### src/rtl/pix10_pkg.sv
// Shared defaults and pointer type for the pix10 FIFO controller.
package pix10_pkg;

  localparam int unsigned DATA_W_DEF = 10;
  localparam int unsigned ADDR_W_DEF = 2;

  // The extra MSB is the wrap bit that tells full apart from empty.
  typedef logic [ADDR_W_DEF:0] ptr_t;

endpackage

### src/rtl/fifo_ptr.sv
// Wrapping pointer counter: async reset, sync clear, increment enable.
module fifo_ptr #(
  parameter int unsigned W = 3
) (
  input  logic         CLK,
  input  logic         RST,
  input  logic         CLR,
  input  logic         INC,
  output logic [W-1:0] PTR
);

  logic [W-1:0] ptr_q, ptr_d;

  always_comb begin
    ptr_d = ptr_q;
    if (CLR) begin
      ptr_d = '0;
    end else if (INC) begin
      ptr_d = ptr_q + W'(1);
    end
  end

  always_ff @(posedge CLK or posedge RST) begin
    if (RST) begin
      ptr_q <= '0;
    end else begin
      ptr_q <= ptr_d;
    end
  end

  assign PTR = ptr_q;

endmodule

### src/rtl/pix10_fifo_ctrl.sv
// FIFO controller for external storage. Define PIX10_FIFO_STATUS_EN to add
// the LEVEL and ALMOST_FULL status outputs.
module pix10_fifo_ctrl
  import pix10_pkg::*;
#(
  parameter int unsigned DATA_W = DATA_W_DEF,
  parameter int unsigned ADDR_W = ADDR_W_DEF
) (
  input  logic              CLK,
  input  logic              RST,
  input  logic              FLUSH,
  input  logic [DATA_W-1:0] IN_DATA,
  input  logic              IN_VALID,
  output logic              IN_READY,
  output logic [DATA_W-1:0] OUT_DATA,
  output logic              OUT_VALID,
  input  logic              OUT_READY,
  output logic              WE,
  output logic [ADDR_W-1:0] WADDR,
  output logic [DATA_W-1:0] WDATAIN,
  output logic [ADDR_W-1:0] RADDR,
  input  logic [DATA_W-1:0] RDATAOUT
`ifdef PIX10_FIFO_STATUS_EN
  ,
  output logic [ADDR_W:0]   LEVEL,
  output logic              ALMOST_FULL
`endif
);

  localparam int unsigned Depth = 2 ** ADDR_W;

  logic [ADDR_W:0] wptr, rptr;
  logic            full, empty, push, pop;

  assign empty = (wptr == rptr);
  assign full  = (wptr[ADDR_W-1:0] == rptr[ADDR_W-1:0]) && (wptr[ADDR_W] != rptr[ADDR_W]);

  // Pointers sit at 0 during reset, so ready must be masked explicitly.
  assign IN_READY  = !full && !FLUSH && !RST;
  assign OUT_VALID = !empty && !FLUSH && !RST;

  assign push = IN_VALID && IN_READY;
  assign pop  = OUT_VALID && OUT_READY;

  assign WE       = push;
  assign WADDR    = wptr[ADDR_W-1:0];
  assign WDATAIN  = IN_DATA;
  assign RADDR    = rptr[ADDR_W-1:0];
  assign OUT_DATA = RDATAOUT;

  fifo_ptr #(
    .W(ADDR_W + 1)
  ) u_wptr (
    .CLK(CLK),
    .RST(RST),
    .CLR(FLUSH),
    .INC(push),
    .PTR(wptr)
  );

  fifo_ptr #(
    .W(ADDR_W + 1)
  ) u_rptr (
    .CLK(CLK),
    .RST(RST),
    .CLR(FLUSH),
    .INC(pop),
    .PTR(rptr)
  );

`ifdef PIX10_FIFO_STATUS_EN
  // Modular difference of the wrap-bit pointers gives 0..Depth directly.
  assign LEVEL       = wptr - rptr;
  assign ALMOST_FULL = 32'(LEVEL) >= (Depth - 1);
`endif

endmodule

### config.mk
export PLATFORM = sky130hd
export DESIGN_NAME = pix10_fifo_ctrl
export DESIGN_NICKNAME = d
export VERILOG_FILES = /design/src/rtl/pix10_pkg.sv /design/src/rtl/fifo_ptr.sv /design/src/rtl/pix10_fifo_ctrl.sv
export SDC_FILE = /design/constraint.sdc
export NUM_CORES = 1
export LEC_CHECK = 0
export ABC_AREA = 1
export CORE_MARGIN = 1
export CORE_UTILIZATION = 34
export DETAILED_ROUTE_END_ITERATION = 10
export GPL_ROUTABILITY_DRIVEN = 1
export PLACE_DENSITY = 0.85
export SYNTH_ARGS = -nofsm -noshare
export SYNTH_HDL_FRONTEND = slang
export SYNTH_SLANG_ARGS = --single-unit
### constraint.sdc
create_clock -name CLK -period 2.2 [get_ports CLK]
set_input_delay 0.55 -clock CLK [delete_from_list [all_inputs] [get_ports CLK]]
set_output_delay 0.55 -clock CLK [all_outputs]
set_load 0.02 [all_outputs]
After elaboration in Yosys (flattened, before gate mapping):

Cells that the tools add are included.

* logic and storage cells: 24
* flip-flop bits (word level): 6
* output and inout bits: 27
* input port bits: 25

* reduce and logical (&&, ||, !) cells: 13
* eq/ne operators: 3
* mux-type cells: 4
* $add $sub $neg: 2

Operators with widths (number)
* 3-bit 2-to-1 mux: 4
* 1-bit logical AND: 7
* 3-bit by 1-bit adder with 3-bit output, second input constant: 2
* 1-bit logical NOT: 4
* 2-bit nonzero test: 2
* 3-bit equality test: 1
* 2-bit equality test: 1
* 1-bit != test: 1

Depth between registers and ports, before layout:

Gate-level depths: netlist of run 1.

* depth after elaboration: 8
* gate-level depth with buffers: 8
* depth with buffers taken out: 8

Hierarchy:

From an unflattened synthesis of run 1, not the netlist that was laid out.

* cell total of the unflattened synthesis: 85
* area, all modules: 554.3 sq um

Modules (own cells, without submodules)
* fifo_ptr: cells an instance 18, instances 2, area each 143.9 sq um, seq. area each 75.1 sq um
* pix10_fifo_ctrl: cells an instance 49, instances 1, area each 266.5 sq um, seq. area each 0.0 sq um

Worst setup path before layout of run 1:

Ideal clock, no wire load.

* path type: input -> output
* from: input port FLUSH
* to: output port IN_READY
* arrival time: 922 ps
* path buffers: 0
* required time: 1650 ps
* stages: 3
* setup slack: 728 ps
* cell sequence: nor2_4 nand2_1 inv_1

* cells in the longest elaborated chain, start to end: 3

Ends and longest elaborated chain
* from (decl): RTL line pix10_fifo_ctrl.sv:11 `input logic FLUSH,`
* 1-bit logical NOT: RTL line pix10_fifo_ctrl.sv:39 `assign IN_READY = !full && !FLUSH && !RST;`
* 1-bit logical AND (2 in a row): RTL line pix10_fifo_ctrl.sv:39
* to (decl): RTL line pix10_fifo_ctrl.sv:14 `output logic IN_READY,`

No other way between the ends.

Worst setup path in the final report of run 1:

* from: register u_wptr.ptr_q[1], in the netlist u_wptr.PTR[1]
* to: output port IN_READY

* cells in the longest elaborated chain, start to end: 5

Ends and longest elaborated chain
* from (decl): RTL line fifo_ptr.sv:12 `logic [W-1:0] ptr_q, ptr_d;`
* from (signal assigned): RTL line fifo_ptr.sv:27 `ptr_q <= ptr_d;`
* 2-bit equality test: RTL line pix10_fifo_ctrl.sv:36 `assign full = (wptr[ADDR_W-1:0] == rptr[ADDR_W-1:0]) && (wptr[ADDR_W] != rptr[ADDR_W]);`
* 1-bit logical AND: RTL line pix10_fifo_ctrl.sv:36
* 1-bit logical NOT: RTL line pix10_fifo_ctrl.sv:39
* 1-bit logical AND (2 in a row): RTL line pix10_fifo_ctrl.sv:39

No other way between the ends.

==> metrics.yaml, run 1 <==
status: "completed"
yosysSeqAreaShare: 0.239
r2r_start: "u_wptr.PTR[1]"
die_x_um: 45.0
finalWorstPathRequiredPeriod_ns: 1.96
min_path_type: "in2async"
cp-start-kind: "flip-flop"
rsz0062_at_grt: "no"
drive_above_1_share: 0.175
drtIter0Drc: 9
setup_viol: 0
fmax_ghz: 0.510
r2r_slack_ns: 1.01
io_pins: 52
yosys_warnings: 0
layout.nets: 109
synthMuxAreaShare: 0
tightest_slew_ns: 0.235
port_buffers: 11
drc: 0
synth_area_per_cell_um2: 7.22
core_mm2: 0.00173
yosys.area_share.simple: 0.333
cts_tree: "yes"
required_ns: 1.65
htreeDepth: 1
die_h_um: 45.0
ant_nets: 0
clock_sinks: 6
max-cap-violations: 0
final_area_um2: 647
synthAdderAreaFrac: 0.0398
diodes: 0
cts_buffers: 3
start_util: 0.364
layout_commonest_cell: "nand2_1"
powerDensity_mw_per_mm2: 512
ctsLongestPathBuffers: 2
crit_type: "reg2out"
drt_pass1_iterations: 2
synth_seq_cells: 6
r2r_cells: 8
synth_area_um2: 628
reg2reg_to: "u_wptr.PTR[1]"
drv_slew: 0
synth_cells: 87
rows: 15
num_vias: 428
crit_start: "u_wptr.PTR[1]"
dp_hpwl_um: 783
syn_nets: 114
placed_cells: 101
peakVddDrop_v: 0.000299
clk_latency_ns: 0.24
skew_ns: 0.000523
leakage_nw: 0.377
ctsHoldBuffers: 0
gp_congestion: 0.766
overflow: 0
synth.top_cells.by_area: "buf_4 (29%), dfrtp_1 (24%), nand2_1 (17%)"
yosysTopAreaCellShare: 0.287
hold_violations: 0
grt.total_usage: 0.124
synth_top_family_by_area: "buffers and inverters"
fin_util: 0.375
worstPathMaxFanout: 5
relSlewSlack: 0.843
layout.cells.non_filler: 105
final_cell_mix: "nand2_1 (28), inv_1 (10), nand3_1 (6), clkdlybuf4s50_1 (6), dfrtp_1 (6)"
grt_pass1_vias: 397
setup_ws_ns: 0.240
cp-endpoint: "IN_READY"
root_buffer: "clkbuf_4"
vias_per_cell: 4.08
wl_um: 981
grt_max_degree: 9
clk_pin_slew_ns: 0.04
yosysTopAreaCell: "buf_4"
die-area_mm2: 0.00202
synth_compound_area_frac: 0
crit_arrival_ns: 1.41
area_delta_synth_final_pct: 2.99
timing.final.crit_share: 0.891
antenna_found_initial: 0
dp_slack_ns: -0.361
wl_per_cell_um: 9.34
placed_area_um2: 604
synthXorXnorAreaFrac: 0.0279
critPathCaptureType: "primary output"
ys_types: 13
finalPower_w: 0.000331
grt_pass1_wl_um: 1700
-- area by class of cell --
class	instances	area [um2]
Fill cell	187	1080
Multi-Input combinational cell	45	251
Sequential cell	6	150
Timing Repair Buffer	14	145
Inverter	12	46.3
Tap cell	25	31.3
Clock buffer	3	22.5
-- cells by family (layout without fill, tap and decap cells) --
group,after synthesis,count (layout)
and+or+nand+nor,41,41
buffers and inverters,36,29
DFF,6,6
adders and majority gates,2,2
xor gates and xnor gates,2,2
-- flip-flops by register name, indices dropped and copies added (netlist names) --
name,cells
u_wptr.PTR,3
u_rptr.PTR,3
-- power breakdown --
group	total (W)	internal, W	leakage (nW)	switching, W
Clock	0.000100	0.0000616	0.0138	0.0000388
Combinational	0.000103	0.0000465	0.282	0.0000562
Sequential	0.000128	0.000118	0.0807	0.00000979
Total	0.000331	0.000226	0.377	0.000105
-- metrics by stage --
step	setup TNS, ns	hold WS [ns]
after floorplan	0	0.341
after global placement	-0.920	0.571
after detailed placement	-0.948	0.578
after CTS	0	0.591
after global routing	0	0.298
final	0	0.289
-- how the worst min path moves through the flow --
stage,start,to,slack [ns]
floorplan,RST,u_rptr.PTR[0],0.34
global placement,u_rptr.PTR[2],u_rptr.PTR[2],0.57
detailed placement,u_rptr.PTR[2],u_rptr.PTR[2],0.58
CTS,u_rptr.PTR[2],u_rptr.PTR[2],0.59
global route,RST,u_rptr.PTR[0],0.30
finish,RST,u_rptr.PTR[0],0.29
-- worst max-delay path, cell delays in order, from the launching register on --
cell	delay [ns]
dfrtp_1	0.44
inv_1	0.08
nand2_1	0.04
nand2_1	0.10
nand3_2	0.12
nand2_1	0.08
inv_1	0.04
clkdlybuf4s15_1	0.27
-- Yosys cell counts --
| master | n |
|---|---|
| nand2_1 | 28 |
| xor2_1 | 2 |
| nand3_1 | 6 |
| ha_1 | 2 |
| dfrtp_1 | 6 |
| buf_4 | 24 |
| nand3_4 | 2 |
| nand3_2 | 2 |
| inv_1 | 10 |
| clkinv_2 | 1 |
| inv_2 | 1 |
| nor2_4 | 1 |
| nor2_1 | 2 |
-- routing by layer --
| layer | global-route usage | vias up | part of all wire |
|---|---|---|---|
| li1 | - | 224 | - |
| met5 | 0 | - | 0 |
| met3 | 0.0560 | 5 | 0.12 |
| met4 | 0.109 | 0 | 0.028 |
| met1 | 0.139 | 180 | 0.42 |
| met2 | 0.177 | 19 | 0.42 |
-- what timing repair did --
action | 4_1_cts | 5_1_grt
pin swaps | 1 | 1
endpoints found under the setup margin | 3 | 3
setup buffers | 1 | 0
cloned | 0 | 0
resized for setup | 7 | 3
(Power assumes the default switching activity.)
==> run 2, diff against run 1 <==
Settings changed: ABC_AREA 1 to not set, CORE_UTILIZATION 34 to 29, PLACE_DENSITY 0.85 to 0.77.
Clock period 2.2 ns to 1.7 ns, I/O delays scaled along.
==> metrics.yaml, run 2 <==
drt_pass1_iterations: 4
htreeDepth: 1
grt_max_degree: 10
yosysTopAreaCell: "buf_4"
yosysTopAreaCellShare: 0.281
skew_ns: 0.000647
num_vias: 502
ys_types: 24
port_buffers: 11
synth_area_um2: 642
status: "complete, but fails checks"
root_buffer: "clkbuf_4"
hold_violations: 0
ys.flop_type: "dfrtp_1"
final_cell_mix: "buf_4 (24), inv_1 (5), dlygate4sd2_1 (5)"
wl_per_cell_um: 12.6
synth_cells: 71
cp-start-kind: "flip-flop"
diodes: 0
leakage_nw: 0.416
met2_usage: 0.222
drv_slew: 0
antenna_found_initial: 0
slowest_stage: "dfrtp_2"
synth_seq_cells: 6
layout_commonest_cell: "buf_4"
path_cells: "xnor2_4 -> nand3_1 -> and2_1 -> buf_2"
crit_arrival_ns: 1.39
busiest_layer: "met2"
cts_buffers: 3
dp_hpwl_um: 1010
synth_area_per_cell_um2: 9.04
area_delta_synth_final_pct: 36.5
finalWorstPathRequiredPeriod_ns: 1.81
vias_per_cell: 4.52
relSlewSlack: 0.792
grt.total_usage: 0.126
rows: 16
rsz0062_at_grt: "yes"
hold_ws_ns: 0.510
setup_ws_ns: -0.110
cp.depth: 4
crit_type: "reg2out"
clk_latency_ns: 0.25
violations: "negative setup slack"
yosys-top-cells-count: "buf_4 (24), dfrtp_1 (6), inv_1 (5)"
clk_pin_slew_ns: 0.05
timing.final.crit_share: 1.06
finalSetupTns_ns: -0.273
required_ns: 1.27
powerDensity_mw_per_mm2: 573
die_x_um: 49.0
drtIter0Drc: 11
drc: 0
yosysMostFrequentCell: "buf_4"
cp_top_family: "flip-flops"
synth_edf_count: 0
finalPower_w: 0.000501
grt_pass1_wl_um: 2260
reg2reg_to: "u_rptr.PTR[0]"
cts_tree: "yes"
synth.top_cells.by_area: "buf_4 (28%), dfrtp_1 (23%), mux2_2 (5.3%)"
setup_viol: 3
wl_um: 1400
ctsLongestPathBuffers: 2
clock_sinks: 6
overflow: 0
core_mm2: 0.00202
ant_nets: 0
placed_area_um2: 749
gp_congestion: 0.722
grt_pass1_vias: 538
fmax_ghz: 0.552
crit_buf_inv: 1
tightest_slew_ns: 0.312
worstPathMaxFanout: 5
syn_nets: 98
final_area_um2: 876
ctsHoldBuffers: 0
critPathMaxStageDelay_ns: 0.44
r2r_cells: 5
die-area_mm2: 0.00241
r2r_slack_ns: 0.05
grt_use_met1: 0.123
peakVddDrop_v: 0.000238
io_pins: 52
start_util: 0.317
yosys_warnings: 0
critPathCaptureType: "primary output"
drive_above_1_share: 0.512
max-cap-violations: 0
layout.nets: 113
die_h_um: 49.0
met3_usage: 0.0498
r2r_start: "u_rptr.PTR[0]"
min_path_type: "in2async"
async_flop_share: 1.00
nFillCells: 194
yosysSeqAreaShare: 0.234
==> run 2: kinds of logic (layout without fill, tap and decap cells) <==
group / after synthesis / count (layout) / synth area share
and+or+nand+nor: 16 / 16 / 0.144
adders and majority gates: 2 / 2 / 0.0390
AOI/OAI and AO/OA: 8 / 8 / 0.115
buffers and inverters: 30 / 43 / 0.318
DFF: 6 / 6 / 0.234
muxes: 5 / 5 / 0.0838
xor gates and xnor gates: 4 / 4 / 0.0663
==> run 2: through the flow <==
stage	cells	utilization	setup slack, ns
finish	111	0.433	-0.110
global route	111	0.433	-0.153
CTS	112	0.410	-0.134
detailed placement	103	0.371	-0.620
global placement	103	0.371	-0.594
floorplan	71	-	0.0898
==> run 2: area by class of cell <==
class | count | area (um2) | area share
Multi-Input combinational cell | 35 | 364 | 0.416
Inverter | 5 | 18.8 | 0.0214
Clock buffer | 3 | 22.5 | 0.0257
Timing Repair Buffer | 35 | 284 | 0.324
Tap cell | 27 | 33.8 | 0.0386
Sequential cell | 6 | 153 | 0.174
==> run 2: what timing repair did <==
action	in CTS	in global routing
resized for setup	25	11
buffers inserted	7	0
pin swaps	5	5
setup endpoints to repair	8	6
==> run 2: routing by layer <==
| layer | wire length (um) | share of wire | up-vias |
|---|---|---|---|
| met5 | 0 | 0 | - |
| met4 | 48 | 0.034 | 0 |
| met3 | 114 | 0.081 | 14 |
| met2 | 716 | 0.51 | 14 |
| met1 | 520 | 0.37 | 232 |
| li1 | - | - | 242 |
==> run 2: worst max-delay path by stage <==
| stage | from | to |
|---|---|---|
| 3_5_place_dp | FLUSH | WE |
| 3_3_place_gp | FLUSH | WE |
| 6_report | u_wptr.PTR[1] | OUT_VALID |
| 2_1_floorplan | u_wptr.PTR[1] | OUT_VALID |
| 5_1_grt | u_wptr.PTR[1] | OUT_VALID |
| 4_1_cts | u_rptr.PTR[1] | OUT_VALID |
==> run 2: report_power, final <==
group / internal [W] / switching, W
Combinational: 0.000118 / 0.0000910
Clock: 0.0000801 / 0.0000550
Sequential: 0.000150 / 0.00000721
Total: 0.000348 / 0.000153
==> run 2: worst min-delay path, stage by stage <==
cell and delay (ns):
dlygate4sd2_1 0.27, buf_4 0.16, inv_1 0.07, buf_4 0.16
